--- src/rtl/lm70_pkg.sv ---
// Shared types and frame-field constants for the LM70 polling controller.
package lm70_pkg;

   typedef enum logic [2:0] {IDLE, SETUP, SHIFT, HOLD, UPDATE, GAP} state_t;

   localparam int TEMP_MSB = 15;
   localparam int TEMP_LSB = 7;
   localparam int TEMP_W   = 9;
   localparam int CMP_W    = 10;

endpackage

--- src/rtl/spi_sck_gen.sv ---
// SCK generator: half-period divider that runs only while 'run' is high.
// Strobes flag the cycle just before the edge where sck rises or falls.
module spi_sck_gen #(
   parameter int CLK_DIV = 2
) (
   input  logic clk,
   input  logic rst_n,
   input  logic run,
   output logic sck,
   output logic rise_stb,
   output logic fall_stb
);

   localparam int DW = $clog2(CLK_DIV) + 1;

   logic [DW-1:0] div_cnt;
   logic          tc;

   assign tc       = (div_cnt == DW'(CLK_DIV - 1));
   assign rise_stb = run & tc & ~sck;
   assign fall_stb = run & tc & sck;

   always_ff @(posedge clk or negedge rst_n) begin
      if (!rst_n) begin
         div_cnt <= '0;
         sck     <= 1'b0;
      end else if (!run) begin
         div_cnt <= '0;
         sck     <= 1'b0;
      end else if (tc) begin
         div_cnt <= '0;
         sck     <= ~sck;
      end else begin
         div_cnt <= div_cnt + 1'b1;
      end
   end

endmodule

--- src/rtl/lm70_poll_ctrl.sv ---
// Round-robin SPI poller for N_CH LM70-style sensors sharing one SCK, with
// per-channel frame capture and a hysteresis over-temperature alarm.
module lm70_poll_ctrl
   import lm70_pkg::*;
#(
   parameter  int N_CH    = 4,
   parameter  int FRAME_W = 16,
   parameter  int CLK_DIV = 2,
   parameter  int GAP_CYC = 4,
   parameter  int HYST_W  = 4,
   localparam int CH_W    = (N_CH > 1) ? $clog2(N_CH) : 1
) (
   input  logic                      clk,
   input  logic                      rst_n,
   input  logic                      enable,
   input  logic signed [7:0]         temp_set,
   input  logic [HYST_W-1:0]         hyst,
   output logic                      sck,
   output logic [N_CH-1:0]           cs_n,
   input  logic                      sio,
   output logic [N_CH*FRAME_W-1:0]   temp_raw,
   output logic [N_CH-1:0]           temp_vld,
   output logic [N_CH-1:0]           alarm,
   output logic                      frame_done,
   output logic [CH_W-1:0]           done_ch
);

   localparam int BC_W    = $clog2(FRAME_W) + 1;
   localparam int DEG_MSB = (FRAME_W == 16) ? TEMP_MSB : FRAME_W - 1;
   localparam int DEG_LSB = (FRAME_W == 16) ? TEMP_LSB : FRAME_W - TEMP_W;

   state_t             state;
   logic [15:0]        cnt;
   logic [BC_W-1:0]    bit_cnt;
   logic [CH_W-1:0]    ptr;
   logic [CH_W-1:0]    ptr_nx;
   logic [FRAME_W-1:0] sh;
   logic               rise_stb;
   logic               fall_stb;

   // Set at or above temp_set, clear strictly below temp_set - hyst, else hold.
   function automatic logic alarm_next(input logic cur, input logic [FRAME_W-1:0] frame,
                                       input logic signed [7:0] set_in,
                                       input logic [HYST_W-1:0] h);
      logic signed [CMP_W-1:0] deg;
      logic signed [CMP_W-1:0] set_v;
      logic signed [CMP_W-1:0] clr_v;
      logic signed [CMP_W-1:0] h_v;
      deg   = {{(CMP_W-TEMP_W){frame[DEG_MSB]}}, frame[DEG_MSB:DEG_LSB]};
      set_v = {{(CMP_W-8){set_in[7]}}, set_in};
      h_v   = {{(CMP_W-HYST_W){1'b0}}, h};
      clr_v = set_v - h_v;
      if (deg >= set_v)
         alarm_next = 1'b1;
      else if (deg < clr_v)
         alarm_next = 1'b0;
      else
         alarm_next = cur;
   endfunction

   function automatic logic [N_CH-1:0] cs_sel(input logic [CH_W-1:0] p);
      cs_sel    = '1;
      cs_sel[p] = 1'b0;
   endfunction

   assign ptr_nx = (ptr == CH_W'(N_CH - 1)) ? '0 : ptr + 1'b1;

   spi_sck_gen #(.CLK_DIV(CLK_DIV)) u_sck (
      .clk      (clk),
      .rst_n    (rst_n),
      .run      (state == SHIFT),
      .sck      (sck),
      .rise_stb (rise_stb),
      .fall_stb (fall_stb)
   );

   // Shift register is pure datapath; a partial frame is never committed.
   always_ff @(posedge clk) begin
      if (state == SHIFT && rise_stb)
         sh <= {sh[FRAME_W-2:0], sio};
   end

   always_ff @(posedge clk or negedge rst_n) begin
      if (!rst_n) begin
         state      <= IDLE;
         cnt        <= '0;
         bit_cnt    <= '0;
         ptr        <= '0;
         cs_n       <= '1;
         temp_raw   <= '0;
         temp_vld   <= '0;
         alarm      <= '0;
         frame_done <= 1'b0;
         done_ch    <= '0;
      end else begin
         frame_done <= 1'b0;
         case (state)
            IDLE: begin
               if (enable) begin
                  state <= SETUP;
                  cnt   <= '0;
                  cs_n  <= cs_sel(ptr);
               end
            end
            SETUP: begin
               if (cnt == 16'(CLK_DIV - 1)) begin
                  state   <= SHIFT;
                  cnt     <= '0;
                  bit_cnt <= '0;
               end else begin
                  cnt <= cnt + 1'b1;
               end
            end
            SHIFT: begin
               if (fall_stb) begin
                  if (bit_cnt == BC_W'(FRAME_W - 1)) begin
                     state <= HOLD;
                     cnt   <= '0;
                  end else begin
                     bit_cnt <= bit_cnt + 1'b1;
                  end
               end
            end
            HOLD: begin
               if (cnt == 16'(CLK_DIV - 1)) begin
                  state <= UPDATE;
                  cnt   <= '0;
                  cs_n  <= '1;
               end else begin
                  cnt <= cnt + 1'b1;
               end
            end
            UPDATE: begin
               temp_raw[ptr*FRAME_W +: FRAME_W] <= sh;
               temp_vld[ptr] <= 1'b1;
               alarm[ptr]    <= alarm_next(alarm[ptr], sh, temp_set, hyst);
               frame_done    <= 1'b1;
               done_ch       <= ptr;
               state         <= GAP;
               cnt           <= '0;
            end
            GAP: begin
               if (cnt == 16'(GAP_CYC - 1)) begin
                  ptr <= ptr_nx;
                  cnt <= '0;
                  if (enable) begin
                     state <= SETUP;
                     cs_n  <= cs_sel(ptr_nx);
                  end else begin
                     state <= IDLE;
                  end
               end else begin
                  cnt <= cnt + 1'b1;
               end
            end
            default: state <= IDLE;
         endcase
      end
   end

endmodule

--- config.mk ---
export PLATFORM = sky130hd
export DESIGN_NAME = lm70_poll_ctrl
export DESIGN_NICKNAME = d
export VERILOG_FILES = /design/src/rtl/lm70_pkg.sv /design/src/rtl/spi_sck_gen.sv /design/src/rtl/lm70_poll_ctrl.sv
export SDC_FILE = /design/constraint.sdc
export NUM_CORES = 1
export LEC_CHECK = 0
export CAP_MARGIN = 5
export CORE_MARGIN = 5
export CORE_UTILIZATION = 40
export CTS_CLUSTER_DIAMETER = 60
export DETAILED_ROUTE_END_ITERATION = 6
export MAX_ROUTING_LAYER = met4
export PLACE_DENSITY_LB_ADDON = 0.3
export SYNTH_ARGS = -nofsm -noshare
export SYNTH_HDL_FRONTEND = slang
export SYNTH_HIERARCHICAL = 1
export SYNTH_SLANG_ARGS = --single-unit
--- constraint.sdc ---
create_clock -name clk -period 2.5 [get_ports clk]
set_clock_uncertainty 0.15 [all_clocks]
set_input_delay 0.5 -clock clk [delete_from_list [all_inputs] [get_ports clk]]
set_output_delay 0.5 -clock clk [all_outputs]
set_load 0.005 [all_outputs]
==> results.md <==
- Outcome: finished, violations left
- Failing checks: setup timing
- Vias in the first global route: 5049
- Clock Path Buffers: 2
- Cell Pwr Density: 584 mW/mm2
- Maximum vdd drop: 0.394 mV
- Share of layout cells above drive strength 1: 15.6%
- Slack of the critical path: -0.213 ns
- Core Area: 0.0146 mm2
- Wire per inst: 16.5 um
- Yosys top cell area share: 43.2%
- Reg2reg path depth: 8
- Diodes inserted: 0
- Final period utilization: 109%
- CTS hold repair buffers: 0
- Htree depth: 4
- Worst path arrival time: 2.82 ns
- Fin nets: 805
- Routability cong.: 0.791
- Setup crit start kind: input pin
- First-pass GRT wire length: 26.0 mm
- RSZ-0062 raised after global routing: true
- Die height: 133 um
- Most frequent cells in the layout: nand2_1 (161), dfrtp_1 (104), clkdlybuf4s50_1 (86)
- GRT Util Overall: 18.8%
- CTS tree: built
- Pin count of the biggest net entering global routing: 109
- Reg2Reg Launch Point: state[2]$_DFFE_PN0P_
- Number of flops mapped to enable cells by yosys: 16
- Antenna violations before repair: 0
- Fin crit period: 2.71 ns
- Clk sinks: 124
- DIE AREA: 0.0176 mm2
- Initial DRT Pass Iterations: 6
- Synth area leader: dfrtp_1
- Clk Latency, worst-skew pair: 0.41 ns
- Via count: 4985
- CP startpoint: hyst[0]
- Top_reg_cell synth: dfrtp_1
- Tightest Hold Check Type: input pin to asynchronous set/reset pin
- Rows: 44
- Netlist cell types: 55
- CTS root buffer: clkbuf_16
- Post-synth ARST share: 87.1%
- Vias per cell: 5.24
- Initial DRC Count: 373
- HPWL Detailed: 11.1 mm
- Post-route ant nets: 0
- Syn-to-layout area delta: 34.6%
- Syn Nets: 678
- Area contributors post-synth: dfrtp_1 (43%), nand2_1 (10%), edfxtp_1 (8.0%)
- Initial Util: 41.2%
- Pleak: 0.00350 uW
- Slew headroom: 60.2%
- Post-Place Worst Slack: -1.16 ns
- Total power: 4740 uW
- RR Endpoint: cnt[8]$_DFFE_PN0P_
- Cell Area, Synth: 0.00603 mm2
- Max-slew violations: 0
- Total I/O pin count: 96
- Reg clk slew, reported paths: 0.06 ns
- Flop-to-flop setup slack: 0.14 ns
- Avg Synthesized Cell Area: 9.60 um2
- Most common cell after layout, fill and taps aside: nand2_1
- # setup viols final: 4
- Crit path kind: input pin to register
- # port buffers: 95
- Die Wd: 133 um
- TritonCTS Buffers: 17
- Post-synthesis sequential area ratio: 52.9%
- Cells after synthesis: 628
- GRT Residual Overflow: 0
- Max-cap violation count: 0
- Final hold violation count: 0
- Drt drc: 0
- Max Freq: 369 MHz
- Worst Path Required: 2.61 ns
- Worst-path fanout max: 4
- Synth Register Bits: 124
- Routed WL: 15.8 mm
- Worst Setup End Kind: register
- Ys Warns: 6
- Worst slew pin tran: 0.597 ns
per-stage QoR:
| stage | hold slack [ns] | area, um2 | util (%) | cells | TNS [ns] |
|---|---|---|---|---|---|
| 3_5_place_dp | 0.298 | 7440 | 50.8 | 916 | -4.61 |
| 3_3_place_gp | 0.296 | 7440 | 50.8 | 916 | -4.40 |
| 2_1_floorplan | 0.0544 | 6080 | - | 628 | -1.20 |
| 4_1_cts | 0.0366 | 8090 | 55.3 | 952 | -1.36 |
| 6_report | 0.0115 | 8120 | 55.4 | 952 | -0.769 |
| 5_1_grt | 0.0571 | 8120 | 55.4 | 952 | -1.11 |
cell usage after synthesis (2+ instances only):
library cell and n:
a21o_1 4, a21oi_1 23, a22o_1 4, a22oi_1 5, a31oi_1 4, and2_1 4
and3_1 2, and4_1 2, buf_1 2, buf_2 6, clkbuf_1 19, dfrtp_1 104
dfstp_2 4, edfxtp_1 16, ha_1 33, inv_1 25, mux2_2 3, mux2_4 4
nand2_1 162, nand2b_1 2, nand3_1 18, nand3b_1 2, nand4_1 8, nand4b_1 2
nor2_1 19, nor2b_1 6, nor3_1 10, nor3b_1 2, nor3b_2 2, nor4_1 5
o211ai_1 9, o21ai_0 73, o21ai_1 2, o21bai_1 3, o221ai_1 2, o22ai_1 6
xnor2_1 6, xor2_1 8
layer usage:
layer / wire length [um] / track usage (%) / vias to the layer above
li1: - / - / 2427
met1: 7020 / 23.2 / 2393
met2: 7890 / 31.1 / 151
met3: 740 / 4.48 / 14
met4: 106 / 4.91 / 0
met5: 0 / - / -
where the power goes:
part / switching [uW] / internal [uW] / total, uW
Combinational: 117 / 98.9 / 216
Sequential: 0 / 2040 / 2040
Clock: 940 / 1540 / 2480
state kept, by name (all words and copies together), names as in the netlist:
register / flops
alarm: 4
bit_cnt: 5
cnt: 16
cs_n: 4
done_ch: 2
frame_done: 1
ptr: 2
sh: 16
state: 3
temp_raw: 64
temp_vld: 4
u_sck/div_cnt: 2
u_sck/sck: 1
cells by family (layout without fill, tap and decap cells):
logic type,Yosys count,after routing,share of synthesized area (%)
AO/OA/AOI/OAI,141,141,13.5
XOR/XNOR,14,14,2.03
adder cells (fa/ha/maj),35,35,7.35
buffers and inverters,54,194,3.67
flip-flops,124,124,52.9
multiplexers,8,8,1.93
AND/OR/NAND/NOR,252,252,18.6
final cells by class:
class                      instances  area, um2
timing repair buffer             137       1270
multi-input combinational        450       2720
inverter                          25        106
tap                              184        230
clock buffer                      19        453
fill                            1277       6530
sequential                       124       3190
clock inverter                    13        154
critical path, stage by stage:
cell      delay, ns
buf_2          0.11
ha_4           0.16
fa_2           0.34
inv_2          0.07
a21oi_2        0.06
o21bai_2       0.17
nor3_2         0.07
xnor2_1        0.13
ha_1           0.31
a21oi_2        0.17
o221ai_1       0.14
o211ai_1       0.20
o221a_2        0.29
a31oi_2        0.11
how the worst max path moves through the flow:
stage	endpoint	slack, ns
after detailed placement	alarm[0]$_DFFE_PN0P_	-1.16
after global routing	alarm[0]$_DFFE_PN0P_	-0.30
final	alarm[0]$_DFFE_PN0P_	-0.21
after floorplan	alarm[0]$_DFFE_PN0P_	-0.30
after global placement	alarm[0]$_DFFE_PN0P_	-1.11
after CTS	alarm[0]$_DFFE_PN0P_	-0.37
what timing repair did:
action | in CTS | in global routing
gates resized for setup | 24 | 12
pin swaps | 14 | 15
buffers inserted | 4 | 1
endpoints found under the setup margin | 4 | 6
Power figures use the tool's default switching activity.
